File: src/rtl/pmem_write_buffer.sv
// Single-entry victim write buffer between the L1 controller and main memory.
// Absorbs write-backs, serves matching fills locally, drains when L1 is idle.
module pmem_write_buffer #(
    parameter int ADDR_WIDTH  = 16,
    parameter int LINE_WIDTH  = 128,
    parameter int OFFSET_BITS = 4
) (
    input  logic                  clk,
    input  logic                  reset,
    input  logic [ADDR_WIDTH-1:0] mem_address,
    input  logic                  mem_read,
    input  logic                  mem_write,
    input  logic [LINE_WIDTH-1:0] mem_wdata,
    output logic                  mem_resp,
    output logic [LINE_WIDTH-1:0] mem_rdata,
    output logic [ADDR_WIDTH-1:0] pmem_address,
    output logic                  pmem_read,
    output logic                  pmem_write,
    output logic [LINE_WIDTH-1:0] pmem_wdata,
    input  logic [LINE_WIDTH-1:0] pmem_rdata,
    input  logic                  pmem_resp,
    output logic                  buf_hit_inc,
    output logic                  merge_inc,
    output logic                  drain_inc
);

    localparam int TW = ADDR_WIDTH - OFFSET_BITS;

    typedef enum logic [1:0] {IDLE, RESP, FETCH, DRAIN} state_t;

    state_t                state, state_n;
    logic                  buf_valid, buf_valid_n;
    logic [TW-1:0]         buf_tag, buf_tag_n;
    logic [LINE_WIDTH-1:0] buf_data, buf_data_n;
    logic [LINE_WIDTH-1:0] rdata_n;
    logic [TW-1:0]         req_tag;
    logic                  tag_match;
    logic                  unused_offset;

    assign req_tag       = mem_address[ADDR_WIDTH-1:OFFSET_BITS];
    assign tag_match     = buf_tag == req_tag;
    assign unused_offset = ^mem_address[OFFSET_BITS-1:0];

    always_ff @(posedge clk) begin
        if (reset) begin
            state     <= IDLE;
            buf_valid <= 1'b0;
            buf_tag   <= '0;
            buf_data  <= '0;
            mem_rdata <= '0;
        end else begin
            state     <= state_n;
            buf_valid <= buf_valid_n;
            buf_tag   <= buf_tag_n;
            buf_data  <= buf_data_n;
            mem_rdata <= rdata_n;
        end
    end

    always_comb begin
        state_n      = state;
        buf_valid_n  = buf_valid;
        buf_tag_n    = buf_tag;
        buf_data_n   = buf_data;
        rdata_n      = mem_rdata;
        mem_resp     = 1'b0;
        pmem_read    = 1'b0;
        pmem_write   = 1'b0;
        pmem_address = '0;
        pmem_wdata   = '0;
        buf_hit_inc  = 1'b0;
        merge_inc    = 1'b0;
        drain_inc    = 1'b0;
        unique case (state)
            IDLE: begin
                // Reads take priority; a conflicting write must wait for the drain
                if (mem_read) begin
                    if (buf_valid && tag_match) begin
                        rdata_n     = buf_data;
                        buf_hit_inc = 1'b1;
                        state_n     = RESP;
                    end else begin
                        state_n = FETCH;
                    end
                end else if (mem_write) begin
                    if (!buf_valid || tag_match) begin
                        buf_tag_n   = req_tag;
                        buf_data_n  = mem_wdata;
                        buf_valid_n = 1'b1;
                        merge_inc   = buf_valid;
                        state_n     = RESP;
                    end else begin
                        state_n = DRAIN;
                    end
                end else if (buf_valid) begin
                    state_n = DRAIN;
                end
            end
            RESP: begin
                mem_resp = 1'b1;
                state_n  = IDLE;
            end
            FETCH: begin
                pmem_read    = 1'b1;
                pmem_address = {req_tag, {OFFSET_BITS{1'b0}}};
                if (pmem_resp) begin
                    rdata_n = pmem_rdata;
                    state_n = RESP;
                end
            end
            DRAIN: begin
                pmem_write   = 1'b1;
                pmem_address = {buf_tag, {OFFSET_BITS{1'b0}}};
                pmem_wdata   = buf_data;
                if (pmem_resp) begin
                    buf_valid_n = 1'b0;
                    drain_inc   = 1'b1;
                    state_n     = IDLE;
                end
            end
            default: state_n = IDLE;
        endcase
    end

endmodule

File: config.mk
export PLATFORM = sky130hd
export DESIGN_NAME = pmem_write_buffer
export DESIGN_NICKNAME = d
export VERILOG_FILES = /design/src/rtl/pmem_write_buffer.sv
export SDC_FILE = /design/constraint.sdc
export NUM_CORES = 1
export LEC_CHECK = 0
export CORE_AREA = 2 2 215 217
export CTS_BUF_LIST = sky130_fd_sc_hd__clkbuf_2
export DETAILED_ROUTE_END_ITERATION = 10
export DIE_AREA = 0 0 217 219
export PLACE_DENSITY_LB_ADDON = 0.05
export SLEW_MARGIN = 20
export SYNTH_ARGS = -nofsm -noshare
export SYNTH_HDL_FRONTEND = slang
export SYNTH_SLANG_ARGS = --single-unit
File: constraint.sdc
create_clock -name clk -period 2.6 [get_ports clk]
set_clock_uncertainty 0.1 [all_clocks]
set_input_delay 0.52 -clock clk [delete_from_list [all_inputs] [get_ports clk]]
set_output_delay 0.52 -clock clk [all_outputs]
set_load 0.01 [all_outputs]
Word-level counts from Yosys, hierarchy flattened

Cells that the tools add are included.

Eq/ne operators: 12
Bitwise operators: 1
Shifts and indexed selects: 0
Mux-type cells: 31
Div/mod/pow operators: 0
Magnitude comparators: 0
Reduce and logical (&&, ||, !) cells: 10
Multiply operators: 0
Add/sub/neg operators: 0

Operators by type and width:

| cell                                                                  | number |
|---|---|
| 128-bit 2-to-1 mux                                                    | 4 |
| 128-bit case mux with 2 select lines                                  | 1 |
| 16-bit case mux with 2 select lines                                   | 1 |
| 1-bit 2-to-1 mux                                                      | 16 |
| 2-bit 2-to-1 mux                                                      | 7 |
| 2-bit inequality test, second input constant                          | 7 |
| 12-bit equality test                                                  | 1 |
| 2-bit case mux with 4 select lines                                    | 1 |
| 4-bit AND reduction                                                   | 2 |
| 5-bit AND reduction                                                   | 1 |
| 2-bit equality test, second input constant                            | 2 |
| 4-bit inequality test, second input constant                          | 1 |
| 2-bit nonzero test                                                    | 2 |
| 3-bit AND reduction                                                   | 1 |
| 2-bit by 1-bit equality test with 1-bit output, second input constant | 1 |
| 2-bit zero test                                                       | 1 |
| 1-bit case mux with 2 select lines                                    | 1 |
| 1-bit logical AND                                                     | 1 |
| 1-bit zero test                                                       | 1 |
| 1-bit logical OR                                                      | 1 |
| 1-bit NOT                                                             | 1 |

Bits in read-only memories: 0
Register bits: 271
Memory bits (writable): 0
Memories kept: 0
Bits in latches: 0
Logic and storage cells: 59

Longest topological paths before layout

Gate-level depths: netlist (run 1).

Depth in word-level cells: 6
Mapped depth: 8
Gate-level depth less buffers: 5

Least setup slack after synthesis (run 1)

No wires, ideal clock.

Path kind: input -> output
From: in mem_address[13]
To: out buf_hit_inc
Required time: 1980 ps
Stages on the path: 5
Path slack: 516 ps
Arrival: 1464 ps
Path buffers: 2
Path through: xor2_1 nor4_1 and4_1 buf_2 buf_2

Longest elaborated chain between the ends: 5

Ends and longest elaborated chain:

| what                 | RTL line | RTL |
|---|---|---|
| start, declared      | 10       | `input logic [ADDR_WIDTH-1:0] mem_address,` |
| 12-bit equality test | 41       | `assign tag_match = buf_tag == req_tag;` |
| 1-bit logical AND    | 78       | `if (buf_valid && tag_match) begin` |
| 1-bit 2-to-1 mux     | 78       |  |
| 1-bit 2-to-1 mux     | 77       | `if (mem_read) begin` |
| 1-bit 2-to-1 mux     | 74       | `unique case (state)` |
| end, declared        | 22       | `output logic buf_hit_inc,` |

No other way between the ends.

Final worst setup path (run 1)

From: reg buf_tag[10]
To: out merge_inc

Longest elaborated chain between the ends: 6

Ends and longest elaborated chain:

| what                   | RTL line | RTL |
|---|---|---|
| start, declared        | 33       | `logic [TW-1:0] buf_tag, buf_tag_n;` |
| start signal, assigned | 54       | `buf_tag <= buf_tag_n;` |
| 12-bit equality test   | 41       |  |
| 1-bit logical OR       | 86       | `if (!buf_valid \|\| tag_match) begin` |
| 1-bit 2-to-1 mux       | 86       |  |
| 1-bit 2-to-1 mux       | 85       | `end else if (mem_write) begin` |
| 1-bit 2-to-1 mux       | 77       |  |
| 1-bit 2-to-1 mux       | 74       |  |
| end, declared          | 23       | `output logic merge_inc,` |

No other way between the ends.

==> results.md, run 1 <==
- Residual DRC: 0
- First-pass GRT wire length: slightly above 90000 um
- PD cells: 475 nW/um^2
- Area delta synth->final: 86.8%
- Nets: 2609
- All-Layer GR Usage: approximately 26%
- Rel. slew slack: between 60% and 70%
- Setup TNS: -40.28 ns
- CP peak stage delay: 0.33 ns
- Crit-path cells: xor2_1, nor4_1, buf_4, nand3_4, nor3_2, buf_4
- Sequential Area: about 5400 sq um
- Arr. time, crit path: 2.49 ns
- CTS Buf Count: 82
- WP data required: approximately 2.0 ns
- Synthesized flop and latch total: between 200 and 300
- Critical Path End Type: output pin
- DP HPWL: slightly below 40000 um
- Pleak: about 12 nW
- Number of global-route vias before repair: ~15000
- Cell mode on critical path: buf_4
- Fillers: ~4000
- Slew @ Worst Pin: 0.519 ns
- CTS Buffer Depth: 3
- CP max FO: 3
- Sequential cell area fraction in the yosys report: around two fifths
- Delay-heaviest family, CP: simple AND/OR/NAND/NOR gates
- Number of primary I/O pins: ~560
- Mapped cell area: between 10000 and 15000 sq um
- Die ar.: about 48000 sq um
- Share of cells above drive strength 1: ~29%
- Chip width: approximately 220 um
- Synth Warn #: 0
- Drt first pass iters: 4
- Area of the multi-input gates: between 8000 and 9000 sq um
- Core Util, Final: 58.3%
- Commonest non-fill, non-tap cells in the layout: mux2i_1 (280), nand2b_1 (280), clkdlybuf4s50_1 (271), dfxtp_1 (266), dlygate4sd3_1 (238)
- Slew Viols, Final: 0
- Run status: finished, violations left
- Largest net degree at the start of global routing: between 90 and 100
- Routed WL: about 65000 um
- Kind of critical path: reg2out
- Vias: between 10000 and 15000
- Final setup violation count: roughly 150
- Reg clk slew, reported paths: around 0.11 ns
- Worst vdd ir: 0.364 mV
- RSZ-0062 raised after global routing: yes
- Avg Vias per Cell: 4.77
- Root Buffer: clkbuf_2
- PnR worst setup slack: -0.507 ns
- Tmin final: just over 3 ns
- CTS tree: yes
- Post-Syn Area per Cell: slightly below 10 sq um
- Sink Count: roughly 270
- Initial core utilization: between 30% and 40%
- Pwr Total: about 12 mW
- Fmax: around 0.32 GHz
- Final Cycle Share: 120%
- Buf/Inv on CP: 2
- Die Ht: about 220 um
- Critical path's slowest cell: dfxtp_1
- Final hold vios: 0
- Distinct cells, synth: 28
- Initial antenna violation count: 6
- GR Overflow Total: 0
- Gp weighted congestion: about 0.8
- First DRT Iteration DRCs: between 600 and 700
- Wire length per cell: ~22 um
- Synth Instances: 1428
- H-tree levels: 3
- PortBufs: roughly 550
- Antenna-violating nets left: 0
- FP Rows: slightly below 80
- Worst skew pair latency: roughly 1.1 ns
- Min Hold Slack: roughly 0.10 ns
- Crit start category: flip-flop
- Max cap viols: 0
- Total core area: ~45000 sq um
- Hold Path Class: in2reg
- Failing checks: setup timing
-- through the flow --
stage	worst slack, ns	cell area (sq um)	instances
2_1_floorplan	0.516	14100	1431
3_3_place_gp	-0.867	20400	2490
3_5_place_dp	-0.846	20400	2490
4_1_cts	-0.699	24500	2920
5_1_grt	-0.744	26300	2993
6_report	-0.507	26300	2995
-- layout make-up --
cell class                 instances  share of cell area (%)
clock buffer                     117                    2.23
tap                              600                    2.85
timing repair buffer             973                    41.2
antenna                            9                  0.0856
inverter                           2                  0.0285
clock inverter                    21                   0.832
multi-input combinational       1002                    32.1
sequential                       271                    20.7
-- worst reg2reg max path, delay by kind of cell (launching register included) --
family / cells / cell delay [ns]
AO/OA/AOI/OAI: 1 / 0.09
buffers and inverters: 7 / 1.37
flip-flops: 1 / 0.38
multiplexers: 1 / 0.29
AND/OR/NAND/NOR: 1 / 0.16
-- report_power, final --
group	switching, mW	leakage [nW]	total (mW)	internal [mW]
clock network	2.05	0.581	3.74	1.69
logic	1.78	9.31	4.09	2.31
registers	0.211	2.21	4.66	4.45
-- registers in the layout, indices dropped and copies added, names as in the netlist --
name	cells
mem_rdata	128
buf_data	128
buf_tag	12
buf_valid	1
state	2
-- cells by family after synthesis --
logic type                count (synthesis)  share of synthesized area, %
DFF                                     271                          38.5
muxes                                   280                          19.9
xor gates and xnor gates                 13                         0.809
other                                     1                        0.0266
AOI/OAI and AO/OA                       135                          10.8
buffers and inverters                   158                          5.92
and+or+nand+nor                         570                          24.0
-- worst paths after layout --
path	from	endpoint	slack, ns	depth (start not counted)
hold reg to reg	buf_data[60]	buf_data[60]	0.39	2
hold / removal	pmem_rdata[125]	mem_rdata[125]	0.10	3
setup / recovery	buf_tag[10]	merge_inc	-0.51	6
setup reg to reg	state[0]	mem_rdata[84]	0.10	10
-- synth_stat cells (all sizes together) --
cell	n	area share (%)
a21oi	2	0.071
nand2	2	0.053
and2	2	0.089
or2	1	0.044
dfxtp	271	39
buf	68	3.5
nand3	2	0.071
nor2b	14	0.62
inv	2	0.053
o21ai	1	0.036
xor2	13	0.81
nand2b	280	12
o31a	1	0.062
nor2	5	0.13
a211oi	128	10
o21ba	1	0.071
mux2i	280	20
conb	1	0.027
and3	130	5.8
nor3	130	4.6
o31ai	2	0.11
nor4	3	0.13
and4	1	0.062
clkbuf	88	2.3
-- metal layers --
layer	GRT usage (%)	up-vias	wire length, um
met5	0	-	0
met1	30.1	6833	27300
li1	-	6884	-
met3	8.09	116	4490
met4	9.43	0	2100
met2	43.3	463	31200
-- what timing repair did --
| item | CTS | global route |
|---|---|---|
| gates cloned | 14 | 15 |
| gates resized for setup | 495 | 562 |
| pin swaps | 5 | 59 |
| endpoints found under the hold margin | 264 | 0 |
| setup endpoints to repair | 274 | 274 |
| hold buffers | 238 | 0 |
| buffers inserted | 41 | 59 |
(Power assumes the default switching activity.)
==> inputs of run 2 (changes only) <==
- CORE_AREA: 2 2 215 217 -> 2 2 218 220
- DIE_AREA: 0 0 217 219 -> 0 0 220 222
- HOLD_SLACK_MARGIN: unset -> 0.08
- clock period: 2.6 -> 2.5 ns (I/O delays scaled with it)
==> run 2 against run 1 <==
The run still ends with setup timing left. Power rose by 2.3%. Final cell count rose by 1.0%. Core utilization fell by 0.38 points. Global-route usage rose by 0.34 points. Sequential power rose by 4%. Cell area rose by 1.9%.
==> results.md, run 2 (synthesis gave the netlist of run 1 again) <==
- Min Hold Slack: 0.194 ns (+0.0896 ns)
- Sequential share of power: 38.0% (+0.7 points)
- Final setup violation count: 271 (+86%)
- Crit start category: flip-flop
- Slew @ Worst Pin: 0.614 ns (+0.0956 ns)
- CTS tree: yes
- Final Cycle Share: 121%
- Pleak: 10.7 nW (-11%)
- Reg-to-Reg Start: buf_tag[3]
- Met1 Track Usage GR: 30.4% (+0.30 points)
- Hold Path Origin: pmem_rdata[126]
- Drt first pass iters: 4 (unchanged)
- Kind of critical path: reg2out
- Avg Vias per Cell: 4.84 (+1.5%)
- FP Rows: 79 (+1.3%)
- Largest regs: buf_data: 128 flops, mem_rdata: 128 flops, buf_tag: 12 flops
- Routing usage on met2: 44.0% (+0.68 points)
- Comb pwr share: 34.8% (+2.1 points)
- Clock Power Share: 27.2% (-2.7 points)
- CTS Buf Count: 80 (-2.4%)
- Total core area: 46300 sq um (+2.6%)
- Routed WL: 68900 um (+5.9%)
- Largest net degree at the start of global routing: 91 (-1.1%)
- Grt met3 use: 7.82% (-0.28 points)
- Failing checks: setup timing
- P_int: 8.51 mW (+0.76%)
- Wire length per cell: 22.8 um (+4.9%)
- Final Instance Count excl. Fillers: 3026 (+1.0%)
- Reg clk slew, reported paths: 0.09 ns (-0.02 ns)
- Setup TNS: -43.44 ns (-3.16 ns)
- Critical path's slowest cell: dfxtp_2
- Share of cells above drive strength 1: 30.0% (+1.2 points)
- Chip width: 220 um (+1.4%)
- Vias: 14700 (+2.5%)
- Arr. time, crit path: 2.43 ns (-0.06 ns)
- CP peak stage delay: 0.36 ns (+0.03 ns)
- Sink Count: 271 (unchanged)
- P_sw: 4.27 mW (+5.6%)
- Crit-path cells: xor2_2, nor4_4, buf_4, and4_4, buf_6
- PnR worst setup slack: -0.530 ns (-0.0222 ns)
- Fmax: 0.330 GHz
- Final hold vios: 0 (unchanged)
- H-tree levels: 3 (unchanged)
- Antenna-violating nets left: 0 (unchanged)
- Busiest grt layer: met2
- Slew Viols, Final: 0 (unchanged)
- Max cap viols: 0 (unchanged)
- Area delta synth->final: 90.4%
- Most common cell after layout, fill and taps aside: nand2b_1
- Design area: 26800 sq um (+1.9%)
- Nets: 2640 (+1.2%)
- RSZ-0062 raised after global routing: yes
- DP Area: 20600 sq um (+1.2%)
- Die Ht: 222 um (+1.4%)
- First-pass GRT wire length: 95300 um (+3.7%)
- Run status: finished, violations left
- Number of primary I/O pins: 555 (unchanged)
- GR Overflow Total: 0 (unchanged)
- Core Util, Final: 58.0% (-0.38 points)
- Residual DRC: 0 (unchanged)
- CP max FO: 2 (-1)
- Root Buffer: clkbuf_2
- Pwr Total: 12.8 mW (+2.3%)
- Sw Share: 33.4% (+1.0 points)
- WP data required: 1.90 ns (-0.08 ns)
- All-Layer GR Usage: 25.8% (+0.34 points)
- DP HPWL: 39600 um (+2.0%)
- Initial core utilization: 30.4% (-0.79 points)
- Worst skew pair latency: 1.01 ns (-0.05 ns)
- CTS Buffer Depth: 3 (unchanged)
- Worst vdd ir: 0.241 mV (-34%)
- First DRT Iteration DRCs: 632 (-6.6%)
- PD cells: 477 nW/um^2 (+0.39%)
- PortBufs: 546 (unchanged)
- Number of global-route vias before repair: 15300 (+2.7%)
- Gp weighted congestion: 0.833 (+2.1%)
- Commonest non-fill, non-tap cells in the layout: nand2b_1 (280), mux2i_1 (277), clkdlybuf4s50_1 (271), dfxtp_1 (267), dlygate4sd3_1 (261)
- Initial antenna violation count: 11 (+5)
- Rel. slew slack: 59.0% (-6.4 points)
- Die ar.: 48800 sq um (+2.8%)
- Crit path from: buf_tag[3]
- DP Worst Slack: -0.942 ns (-0.0957 ns)
- Tmin final: 3.03 ns
- Hold Path Class: in2reg
- Critical Path End Type: output pin
- # placed instances: 2518 (+1.1%)
-- run 2: changes by cell type in the layout (fill, tap and decap cells not counted), moves of 8 or more --
| cell | delta |
|---|---|
| dlygate4sd2_1 | +129 |
| dlymetal6s2s_1 | -128 |
| clkbuf_2 | -23 |
| dlygate4sd3_1 | +23 |
| and3_1 | -22 |
| and3_4 | +21 |
| clkbuf_16 | +11 |
| buf_16 | +9 |
| buf_12 | +8 |
-- run 2: power by group through the flow --
stage / sequential [mW] / combinational, mW / clock, mW
floorplan: 4.96 / 1.55 / 0
global placement: 4.94 / 3.08 / 0
detailed placement: 4.94 / 3.10 / 0
CTS: 4.85 / 4.01 / 3.62
global route: 4.90 / 4.68 / 3.82
finish: 4.86 / 4.45 / 3.48
-- run 2: path summary, 6_finish.rpt --
| check | slack, ns | end | depth (start not counted) |
|---|---|---|---|
| min | 0.19 | mem_rdata[126] | 3 |
| max reg2reg | -0.09 | mem_rdata[36] | 11 |
| min reg2reg | 0.39 | buf_data[78] | 2 |
| max | -0.53 | buf_hit_inc | 5 |
-- run 2: worst max-delay path: cells and delay by family, from the launching register on --
family	cells	cell delay [ns]
and+or+nand+nor	2	0.62
DFF	1	0.36
xor gates and xnor gates	1	0.19
buffers and inverters	2	0.28
-- run 2: area by class of cell --
type / instances / area [sq um]
diodes: 9 / 22.5
clock inverters: 14 / 109
well taps: 607 / 759
multi-input cells: 1002 / 8600
repair buffers: 1006 / 11300
clock buffers: 115 / 576
flip-flops and latches: 271 / 5440
fillers: 4069 / 19500
inverters: 2 / 7.51
-- run 2: per-layer routing --
metal / up-vias / routed length, um
li1: 6963 / -
met1: 7132 / 29500
met2: 458 / 33200
met3: 99 / 4380
met4: 4 / 1800
met5: - / 27
-- run 2: repair_timing --
item                                   4_1_cts  5_1_grt
hold buffers                               261        0
pin swaps                                    6       37
buffers inserted                            46       33
resized for setup                          797      374
cloned                                      20       28
endpoints found under the hold margin      269        0
setup endpoints to repair                  334      274
==> inputs of run 3 (changes only) <==
- CORE_AREA: 2 2 218 220 -> 2 2 214 216
- CTS_CLUSTER_SIZE: unset -> 25
- DIE_AREA: 0 0 220 222 -> 0 0 216 218
==> run 3 against run 2 <==
The flow still finishes with violations (setup timing). Non-clock buffer count decreased by 8. Sequential share of layout area increased by 0.45 points. Setup slack improved by 0.024 ns. Clock power decreased by 5%. Cell area decreased by 2.1%. Global-route usage increased by 0.97 points. Hold slack improved by 0.00062 ns. Count of clock-buffer cells in the layout decreased by 2. Critical path type unchanged. Largest power group unchanged.
==> results.md, run 3 (synthesis gave the netlist of run 1 again) <==
- Run status: finished, violations left
- Failing checks: setup timing
- DP HPWL: 39200 um (-1.2%)
- Crit-path cells: xor2_1, nor4_2, buf_4, nand3_4, nor3_2, buf_4
- Avg Vias per Cell: 4.86 (+0.32%)
- Die ar.: 47100 sq um (-3.6%)
- Design area: 26200 sq um (-2.1%)
- Sink Count: 271 (unchanged)
- Pleak: 10.5 nW (-2.1%)
- Routed WL: 65500 um (-4.9%)
- CP max FO: 4 (+2)
- Residual DRC: 0 (unchanged)
- Area delta synth->final: 86.3%
- Share of cells above drive strength 1: 29.5% (-0.41 points)
- Antenna-violating nets left: 0 (unchanged)
- CP peak stage delay: 0.34 ns (-0.02 ns)
- Arr. time, crit path: 2.41 ns (-0.02 ns)
- DP Area: 20500 sq um (-0.69%)
- Gp weighted congestion: 0.856 (+2.7%)
- Drt first pass iters: 5 (+1)
- Top Metal Used: met4
- Final Instance Count excl. Fillers: 2999 (-0.89%)
- Final hold vios: 0 (unchanged)
- Nets: 2634 (-0.23%)
- PortBufs: 546 (unchanged)
- GR Overflow Total: 0 (unchanged)
- First DRT Iteration DRCs: 710 (+12%)
- Final Cycle Share: 120% (-0.96 points)
- Final setup violation count: 144 (-47%)
- Most common cell after layout, fill and taps aside: nand2b_1
- Chip width: 216 um (-1.8%)
- Number of global-route vias before repair: 15500 (+0.99%)
- Max cap viols: 0 (unchanged)
- Buf/Inv on CP: 2 (unchanged)
- Fillers: 3955 (-2.8%)
- FP Rows: 78 (-1.3%)
- Initial core utilization: 31.4% (+0.93 points)
- All-Layer GR Usage: 26.8% (+0.97 points)
- Area of the multi-input gates: 8570 sq um (-0.35%)
- First-pass GRT wire length: 96800 um (+1.6%)
- Die Ht: 218 um (-1.8%)
- CTS tree: yes
- # placed instances: 2505 (-0.52%)
- PD cells: 475 nW/um^2 (-0.27%)
- PnR worst setup slack: -0.505 ns (+0.0240 ns)
- CTS Buffer Depth: 3 (unchanged)
- Cell mode on critical path: buf_4
- Largest regs: buf_data: 128 flops, mem_rdata: 128 flops, buf_tag: 12 flops
- Slew Viols, Final: 0 (unchanged)
- Initial antenna violation count: 7 (-4)
- Worst vdd ir: 0.273 mV (+13%)
- Fmax: 0.333 GHz (+0.80%)
- Pwr Total: 12.5 mW (-2.4%)
- Core Util, Final: 58.4% (+0.49 points)
- Wire length per cell: 21.9 um (-4.0%)
- Worst skew pair latency: 0.98 ns (-0.03 ns)
- Reg clk slew, reported paths: 0.11 ns (+0.02 ns)
- Hold Path Class: in2reg
- CTS Buf Count: 82 (+2.5%)
- H-tree levels: 3 (unchanged)
- Delay-heaviest family, CP: simple AND/OR/NAND/NOR gates
- Slew @ Worst Pin: 0.661 ns (+0.0465 ns)
- Rel. slew slack: 55.9% (-3.1 points)
- WP data required: 1.90 ns (about the same)
- Setup TNS: -28.79 ns (+14.64 ns)
- Critical path's slowest cell: dfxtp_1
- Total core area: 44900 sq um (-3.0%)
- Metal1 wirelength: 27700 um (-6.0%)
- Vias: 14600 (-0.58%)
- Kind of critical path: reg2out
- Number of primary I/O pins: 555 (unchanged)
- Crit start category: flip-flop
- Root Buffer: clkbuf_2
- Met3 wire len: 4210 um (-3.9%)
- Commonest non-fill, non-tap cells in the layout: nand2b_1 (280), mux2i_1 (279), clkdlybuf4s50_1 (271), dfxtp_1 (265), dlygate4sd3_1 (259)
- Largest net degree at the start of global routing: 94 (+3.3%)
- Sequential Area: 5440 sq um (about the same)
- Met2 WL: 31900 um (-4.0%)
- Critical Path End Type: output pin
- Tmin final: 3.01 ns (-0.0240 ns)
- RSZ-0062 raised after global routing: yes
==> run 3: tightest hold or removal path, stage by stage <==
cell and delay (ns):
clkdlybuf4s50_1 0.40, mux2i_1 0.21, a211oi_2 0.10
==> run 3: path summary, 6_finish.rpt <==
check                                    start             to  slack (ns)  depth (start not counted)
worst min-delay path            pmem_rdata[87]  mem_rdata[87]        0.19                          3
worst max-delay path                buf_tag[3]      merge_inc       -0.51                          6
worst min register to register     buf_data[2]    buf_data[2]        0.39                          2
worst max register to register        state[0]  mem_rdata[60]        0.03                          9
==> run 3: repair_timing <==
action | CTS | global route
setup buffers | 80 | 31
gates cloned | 28 | 6
endpoints found under the hold margin | 267 | 0
gates resized for setup | 1063 | 128
hold buffers | 259 | 0
pin swaps | 31 | 64
setup endpoints to repair | 274 | 154
==> run 3: cell type report <==
class                   instances  area share (%)
diodes                          6          0.0572
repair buffers                998            41.3
clock buffers                 113            2.16
well taps                     600            2.86
inverters                       2          0.0286
multi-input cells            1002            32.7
clock inverters                 7           0.200
flip-flops and latches        271            20.7
==> run 3: per-layer routing <==
layer  vias up  global-route usage, %
li1       6932                      -
met1      7007                   32.7
met2       518                   45.9
met3       114                   7.45
met4         0                   8.17
met5         -                      0
==> run 3: power breakdown <==
group          total (mW)  internal, mW  switching [mW]
registers            4.85          4.63           0.216
logic                4.33          2.41            1.92
clock network        3.29          1.27            2.02
==> run 3: per-stage QoR <==
| step | setup WS [ns] | hold slack (ns) |
|---|---|---|
| 2_1_floorplan | 0.446 | 0.357 |
| 3_3_place_gp | -0.976 | 0.370 |
| 3_5_place_dp | -0.919 | 0.377 |
| 4_1_cts | -0.676 | 0.0839 |
| 5_1_grt | -0.708 | 0.0927 |
| 6_report | -0.505 | 0.195 |
